<file path="config.mk">
export PLATFORM = sky130hd
export DESIGN_NAME = mac_accumulator_flat
export DESIGN_NICKNAME = d
export VERILOG_FILES = /design/src/rtl/mac_accumulator_if.sv /design/src/rtl/mac_accumulator.sv /design/src/flat_wrapper.sv
export SDC_FILE = /design/constraint.sdc
export NUM_CORES = 1
export LEC_CHECK = 0
export ABC_AREA = 1
export BUFFER_PORTS_ARGS = -buffer_cell sky130_fd_sc_hd__buf_2
export CORE_ASPECT_RATIO = 1.5
export CORE_MARGIN = 4
export CORE_UTILIZATION = 40
export DETAILED_ROUTE_END_ITERATION = 6
export SYNTH_ARGS = -nofsm -noshare
export SYNTH_HDL_FRONTEND = slang
export SYNTH_SLANG_ARGS = --single-unit
</file>
<file path="constraint.sdc">
create_clock -name clk -period 3 [get_ports clk]
set_clock_uncertainty 0.15 [all_clocks]
set_input_delay 0.3 -clock clk [delete_from_list [all_inputs] [get_ports clk]]
set_output_delay 0.3 -clock clk [all_outputs]
set_load 0.005 [all_outputs]
</file>
<file path="src/rtl/mac_accumulator_if.sv">
// mac_accumulator_if: product input stream and frame-sum result handshake
interface mac_accumulator_if #(
    parameter int PROD_W = 32,
    parameter int ACC_W  = 40,
    parameter int CNT_W  = 8
);
    logic [PROD_W-1:0] prod_in;
    logic              in_valid;
    logic              in_last;
    logic              in_ready;
    logic              clear;
    logic [ACC_W-1:0]  acc_out;
    logic              out_valid;
    logic              out_ready;
    logic              sat;
    logic [CNT_W-1:0]  beat_cnt;

    modport master (
        output prod_in, in_valid, in_last, clear, out_ready,
        input  in_ready, acc_out, out_valid, sat, beat_cnt
    );

    modport slave (
        input  prod_in, in_valid, in_last, clear, out_ready,
        output in_ready, acc_out, out_valid, sat, beat_cnt
    );
endinterface

</file>
<file path="src/rtl/mac_accumulator.sv">
// mac_accumulator: saturating frame accumulator of signed products with result handshake
module mac_accumulator #(
    parameter int PROD_W = 32,
    parameter int ACC_W  = 40,
    parameter int CNT_W  = 8
) (
    input logic              clk,
    input logic              rst_n,
    mac_accumulator_if.slave bus
);
    typedef enum logic [1:0] {IDLE, ACCUM, DONE} state_t;

    localparam logic [ACC_W-1:0] ACC_MAX = {1'b0, {(ACC_W-1){1'b1}}};
    localparam logic [ACC_W-1:0] ACC_MIN = {1'b1, {(ACC_W-1){1'b0}}};

    state_t           state_q, state_d;
    logic [ACC_W-1:0] acc_q, acc_d;
    logic [CNT_W-1:0] beat_cnt_q, beat_cnt_d;
    logic             sat_q, sat_d;
    logic [ACC_W:0]   sum;
    logic             ovf;

    assign bus.in_ready  = (state_q != DONE) && !bus.clear;
    assign bus.out_valid = state_q == DONE;
    assign bus.acc_out   = acc_q;
    assign bus.beat_cnt  = beat_cnt_q;
    assign bus.sat       = sat_q;

    // next state: one guard bit catches overflow, clamp to the signed rail it crossed
    always_comb begin
        state_d    = state_q;
        acc_d      = acc_q;
        beat_cnt_d = beat_cnt_q;
        sat_d      = sat_q;
        sum        = {acc_q[ACC_W-1], acc_q} + {{(ACC_W+1-PROD_W){bus.prod_in[PROD_W-1]}}, bus.prod_in};
        ovf        = sum[ACC_W] ^ sum[ACC_W-1];
        if (state_q == DONE) begin
            if (bus.out_ready) begin
                state_d    = IDLE;
                acc_d      = '0;
                beat_cnt_d = '0;
                sat_d      = 1'b0;
            end
        end else if (bus.clear) begin
            state_d    = IDLE;
            acc_d      = '0;
            beat_cnt_d = '0;
            sat_d      = 1'b0;
        end else if (bus.in_valid) begin
            acc_d      = ovf ? (sum[ACC_W] ? ACC_MIN : ACC_MAX) : sum[ACC_W-1:0];
            sat_d      = sat_q | ovf;
            beat_cnt_d = &beat_cnt_q ? beat_cnt_q : beat_cnt_q + 1'b1;
            state_d    = bus.in_last ? DONE : ACCUM;
        end
    end

    // state and datapath registers, asynchronously cleared
    always_ff @(posedge clk or negedge rst_n) begin
        if (!rst_n) begin
            state_q    <= IDLE;
            acc_q      <= '0;
            beat_cnt_q <= '0;
            sat_q      <= 1'b0;
        end else begin
            state_q    <= state_d;
            acc_q      <= acc_d;
            beat_cnt_q <= beat_cnt_d;
            sat_q      <= sat_d;
        end
    end
endmodule

</file>
<file path="src/flat_wrapper.sv">
// flat-port wrapper written by rule: the top's interface ports become plain ports
module mac_accumulator_flat 
#(
    parameter int PROD_W = 32,
    parameter int ACC_W  = 40,
    parameter int CNT_W  = 8
)
  (clk, rst_n, bus_prod_in, bus_in_valid, bus_in_last, bus_clear, bus_out_ready, bus_in_ready, bus_acc_out, bus_out_valid, bus_sat, bus_beat_cnt);
  mac_accumulator_if #(.PROD_W(PROD_W), .ACC_W(ACC_W), .CNT_W(CNT_W)) bus_i ();
  input logic clk;
  input logic rst_n;
  input wire logic [$bits(bus_i.prod_in)-1:0] bus_prod_in;
  input wire logic [$bits(bus_i.in_valid)-1:0] bus_in_valid;
  input wire logic [$bits(bus_i.in_last)-1:0] bus_in_last;
  input wire logic [$bits(bus_i.clear)-1:0] bus_clear;
  input wire logic [$bits(bus_i.out_ready)-1:0] bus_out_ready;
  output wire logic [$bits(bus_i.in_ready)-1:0] bus_in_ready;
  output wire logic [$bits(bus_i.acc_out)-1:0] bus_acc_out;
  output wire logic [$bits(bus_i.out_valid)-1:0] bus_out_valid;
  output wire logic [$bits(bus_i.sat)-1:0] bus_sat;
  output wire logic [$bits(bus_i.beat_cnt)-1:0] bus_beat_cnt;
  assign bus_i.prod_in = bus_prod_in;
  assign bus_i.in_valid = bus_in_valid;
  assign bus_i.in_last = bus_in_last;
  assign bus_i.clear = bus_clear;
  assign bus_i.out_ready = bus_out_ready;
  assign bus_in_ready = bus_i.in_ready;
  assign bus_acc_out = bus_i.acc_out;
  assign bus_out_valid = bus_i.out_valid;
  assign bus_sat = bus_i.sat;
  assign bus_beat_cnt = bus_i.beat_cnt;
  mac_accumulator #(.PROD_W(PROD_W), .ACC_W(ACC_W), .CNT_W(CNT_W)) u_core (.clk(clk), .rst_n(rst_n), .bus(bus_i));
endmodule
</file>
# Word level (Yosys, flattened, before mapping)
# Cells that the tools add are included.
dict set report totals {
  inputBits 38
  ff_bits 51
}
dict set report op_classes {
  bitwise_logic 2
  n_reduce_logical 6
  n_eq_ne 4
  muxes 20
  n_addsub 2
}
# op n
set ops {}
lappend ops {{$mux W40} 6}
lappend ops {{$add A40 B32 Y41} 1}
lappend ops {{$mux W8} 5}
lappend ops {{$mux W2} 5}
lappend ops {{$add A8 B1 Y8 const B} 1}
lappend ops {{$reduce_and A8 Y1} 1}
lappend ops {{$mux W1} 4}
lappend ops {{$ne A2 B2 Y1 const B} 2}
lappend ops {{$ne A3 B3 Y1 const B} 1}
lappend ops {{$reduce_and A3 Y1} 1}
lappend ops {{$reduce_bool A3 Y1} 1}
lappend ops {{$eq A2 B2 Y1 const B} 1}
lappend ops {{$reduce_and A2 Y1} 1}
lappend ops {{$logic_and A1 B1 Y1} 1}
lappend ops {{$logic_not A1 Y1} 1}
lappend ops {{$or A1 B1 Y1} 1}
lappend ops {{$xor A1 B1 Y1} 1}

# Depth between registers and ports, before layout
dict set report logic_depth {
  word_depth 6
  ltp_mapped 18
}

# Worst setup path before layout
# Ideal clock, no wire load.
dict set report synth_path {
  kind {flip-flop to flip-flop}
  start {register u_core.acc_q[0], in the netlist u_core.bus.acc_out[0]}
  end {register u_core.acc_q[31], in the netlist u_core.bus.acc_out[31]}
  slack_ps 443
  t_arrival_ps 2284
  t_required_ps 2727
  n_path_buf 1
  synth_period_minus_slack_ps 2557
  path_stages_with_launch 18
  cell_sequence {dfrtp_1 -> ha_1 -> fa_1 -> nand2_1 -> nand3_1 -> nand3_1 -> nand2_2 -> nand2_1 -> nand3_2 -> nand2_1 -> nand2_1 -> nand2_1 -> nand2_1 -> nand2_1 -> nand2_1 -> buf_4 -> o21ai_0 -> nand2_1}
}
dict set report synth_between {
  elab_chain_len 6
}
# item line_no
set synth_lines {}
lappend synth_lines {{start: declaration} mac_accumulator.sv:17} ;# logic [ACC_W-1:0] acc_q, acc_d;
lappend synth_lines {{start signal: assignment} mac_accumulator.sv:61} ;# acc_q <= '0;
lappend synth_lines {{start signal: assignment} mac_accumulator.sv:66} ;# acc_q <= acc_d;
lappend synth_lines {{$add A40 B32 Y41 (*)} mac_accumulator.sv:35} ;# sum = {acc_q[ACC_W-1], acc_q} + {{(ACC_W+1-PROD_W){bus.prod_in[PROD_W-1]}}, bus.prod_in};
lappend synth_lines {{$mux W40 / $xor A1 B1 Y1 (equally long branches)} {mac_accumulator.sv:50, mac_accumulator.sv:36}}
lappend synth_lines {{$mux W40 (*)} mac_accumulator.sv:50} ;# acc_d = ovf ? (sum[ACC_W] ? ACC_MIN : ACC_MAX) : sum[ACC_W-1:0];
lappend synth_lines {{$mux W40 (*)} mac_accumulator.sv:49} ;# end else if (bus.in_valid) begin
lappend synth_lines {{$mux W40 (*)} mac_accumulator.sv:44} ;# end else if (bus.clear) begin
lappend synth_lines {{$mux W40 (*)} mac_accumulator.sv:37} ;# if (state_q == DONE) begin
# Every way passes the cells marked *; elsewhere a longest branch is shown, timed or not. The select of a mux whose other input is x is not followed.
# A chain may end at the register's enable or synchronous reset.

# Worst setup path in the final report
dict set report layout_path {
  start {register u_core.acc_q[2], in the netlist u_core.bus.acc_out[2]}
  end {register u_core.acc_q[4], in the netlist u_core.bus.acc_out[4]}
}
# Same word-level chain as after synthesis.

==> metrics <==
pin count of the biggest net entering global routing=41; final slew viol count=0; Area growth, synth to finish=15.9%; crit path max-delay cell type=dfrtp_1; fmax=357 MHz; wire per inst=15.3 um; Mapped Area=4970 sq um; Tot Pwr=5120 uW; Placer Congestion=0.916; Die Y=144 um; minimum clock period=2.80 ns; peak supply drop=0.000408 V; Top delay family on crit path=simple AND/OR/NAND/NOR gates; number of top-level pins=89; fraction of registers with async set/reset=1.00; gr usage total=0.222; capturing point of the worst reg2reg path=u_core.bus.acc_out[4]; clk buf depth=2; HP Class=in2async; Setup Slack @ Placement=-0.00471 ns; synthesized instance count=784; crit-path cells=ha_1 > nand2_1 > nand3_1 > nand2_1 > nand2_2 > nand2_1 > nand3_2 > nand2_2 > nand2_1 > nand2_1 > nand2_1 > nand2_1 > nand2_1 > buf_4 > o21ai_0 > nand2_1; Slowest Stage Delay on Critical Path=0.41 ns; TritonCTS clock tree=done; CTS root buf=clkbuf_16; number of global-route vias before repair=5237; drt pass-1 iters=4; worst setup path start=u_core.bus.acc_out[2]; Worst slew margin=0.387; Num CTS Buffers=5; CP Data Arrival Time=2.84 ns; Hold Vio Cnt, Final=27; routed wire length=15700 um; DPL Wire Length=12900 um; status=complete, but fails checks; synthesized net count=864; first-pass GRT wire length=25400 um; WHS=-0.0205 ns; DRT antenna net count=0; reg2reg path depth=16; crit share post-route=0.935; slack of the critical path=0.195 ns; endpoint type of the worst setup path=flip-flop; routed via count=5264; postcts setup bufs=0; # setup viols final=0; max-cap violations=0; clock sinks=51; top-area cell type share of the netlist area=0.257; Cell variety after synth=33; Pwr Density=889 nW/um^2; routed vias/inst=5.12; synth cell count leaders=288 x nand2_1, 77 x inv_1, 76 x nor2_1, 51 x dfrtp_1, 43 x a21oi_1; syn_area_per_cell=6.33 sq um; top_reg_cell synth=dfrtp_1; RSZ-0062 raised after global routing=true; core area=12100 sq um; crit-path max FO=17; drt drc=0; crit path kind=reg2reg; Core Rows=49; Worst-Skew Late Latency=0.31 ns; Static Leak=0.00323 uW; Initial Utilization=0.411; Worst EP required=3.04 ns; Post-layout nets=955; crit path buf inv count=1; #FFs+latches synth=51; failing checks=negative hold slack; Most common cell on crit path=nand2_1; drt initial violations=166; reg2reg start=u_core.bus.acc_out[2]; initial antenna violation count=0; Die W=99.0 um; Worst setup SP type=flip-flop; sequential share of the synthesized area=0.257; # diodes=0; Port Buf Inserts=88; Synth area leader=dfrtp_1; reg2reg setup slack=0.20 ns; die area=14300 sq um; top-count cell post-synth=nand2_1; grt total ovfl=0; CTS HTree Levels=2; layout cell share with drive strength beyond 1=0.148; Area contributors post-synth=dfrtp_1 26%, nand2_1 22%, ha_1 10%; clock slew at reported path FFs=0.08 ns; Synthesis Warnings=0; Post-synth EDFFs=0; worst slew pin tran=0.920 ns
## worst max-delay path by stage
stage | end | slack (ns) | cells after the start
6_report | u_core.bus.acc_out[4] | 0.20 | 16
5_1_grt | u_core.bus.acc_out[4] | -0.02 | 17
4_1_cts | u_core.bus.acc_out[4] | 0.06 | 13
3_3_place_gp | u_core.bus.acc_out[0] | 0.05 | 14
3_5_place_dp | u_core.bus.acc_out[4] | -0.005 | 14
2_1_floorplan | u_core.bus.acc_out[31] | 0.44 | 17
## per-stage QoR
step / instance area (sq um) / hold WS (ns) / std cells / TNS, ns / utilization
6_report: 5760 / -0.0205 / 1029 / 0 / 0.477
4_1_cts: 5750 / 0.0139 / 1029 / 0 / 0.476
3_3_place_gp: 5600 / 0.325 / 1021 / 0 / 0.463
5_1_grt: 5760 / 0.0548 / 1029 / -0.0217 / 0.477
3_5_place_dp: 5600 / 0.344 / 1021 / -0.00471 / 0.463
2_1_floorplan: 4970 / -0.146 / 784 / 0 / -
## cell families after synthesis
| kind of cell | Yosys count | share of synthesized area |
|---|---|---|
| buf+inv | 94 | 0.0773 |
| xor+xnor | 28 | 0.0494 |
| simple gates | 447 | 0.372 |
| compound gates | 122 | 0.137 |
| flops | 51 | 0.257 |
| fa+ha+maj | 42 | 0.107 |
## cell usage in the layout (no fill, tap or decap), drive strengths merged, types with 10 or more instances in the layout
master,count
nand3,36
dfrtp,51
inv,82
nor3,13
xor2,20
nand3b,10
buf,97
o21ai,54
ha,41
nand2,294
a21oi,47
nor2,81
## timing repair
action | 4_1_cts | 5_1_grt
hold buffers | 0 | 0
gates resized for setup | 0 | 4
endpoints found under the setup margin | 0 | 40
## state kept, by name (all words and copies together), names as in the netlist
| register | cells |
|---|---|
| u_core.bus.sat | 1 |
| u_core.state_q | 2 |
| u_core.bus.acc_out | 40 |
| u_core.bus.beat_cnt | 8 |
## power by group
group	switching, uW	internal (uW)	leakage (uW)
registers	193	917	0.000671
clock network	300	314	0.0000664
logic	2160	1240	0.00250
total	2650	2470	0.00323
## routing by layer
metal,global-route usage,vias up,routed length (um)
met3,0.0227,34,642
met2,0.415,121,8030
li1,-,2720,-
met1,0.251,2389,6450
met4,0.103,0,616
met5,0,-,0
## final cells by class
type / count / area [sq um]
multi-input cells: 639 / 3320
repair buffers: 97 / 520
well taps: 153 / 191
clock buffers: 5 / 125
fillers: 1300 / 6320
flip-flops and latches: 51 / 1280
clock inverters: 3 / 23.8
inverters: 81 / 304
Note: power is estimated with default switching activity, not from simulation.
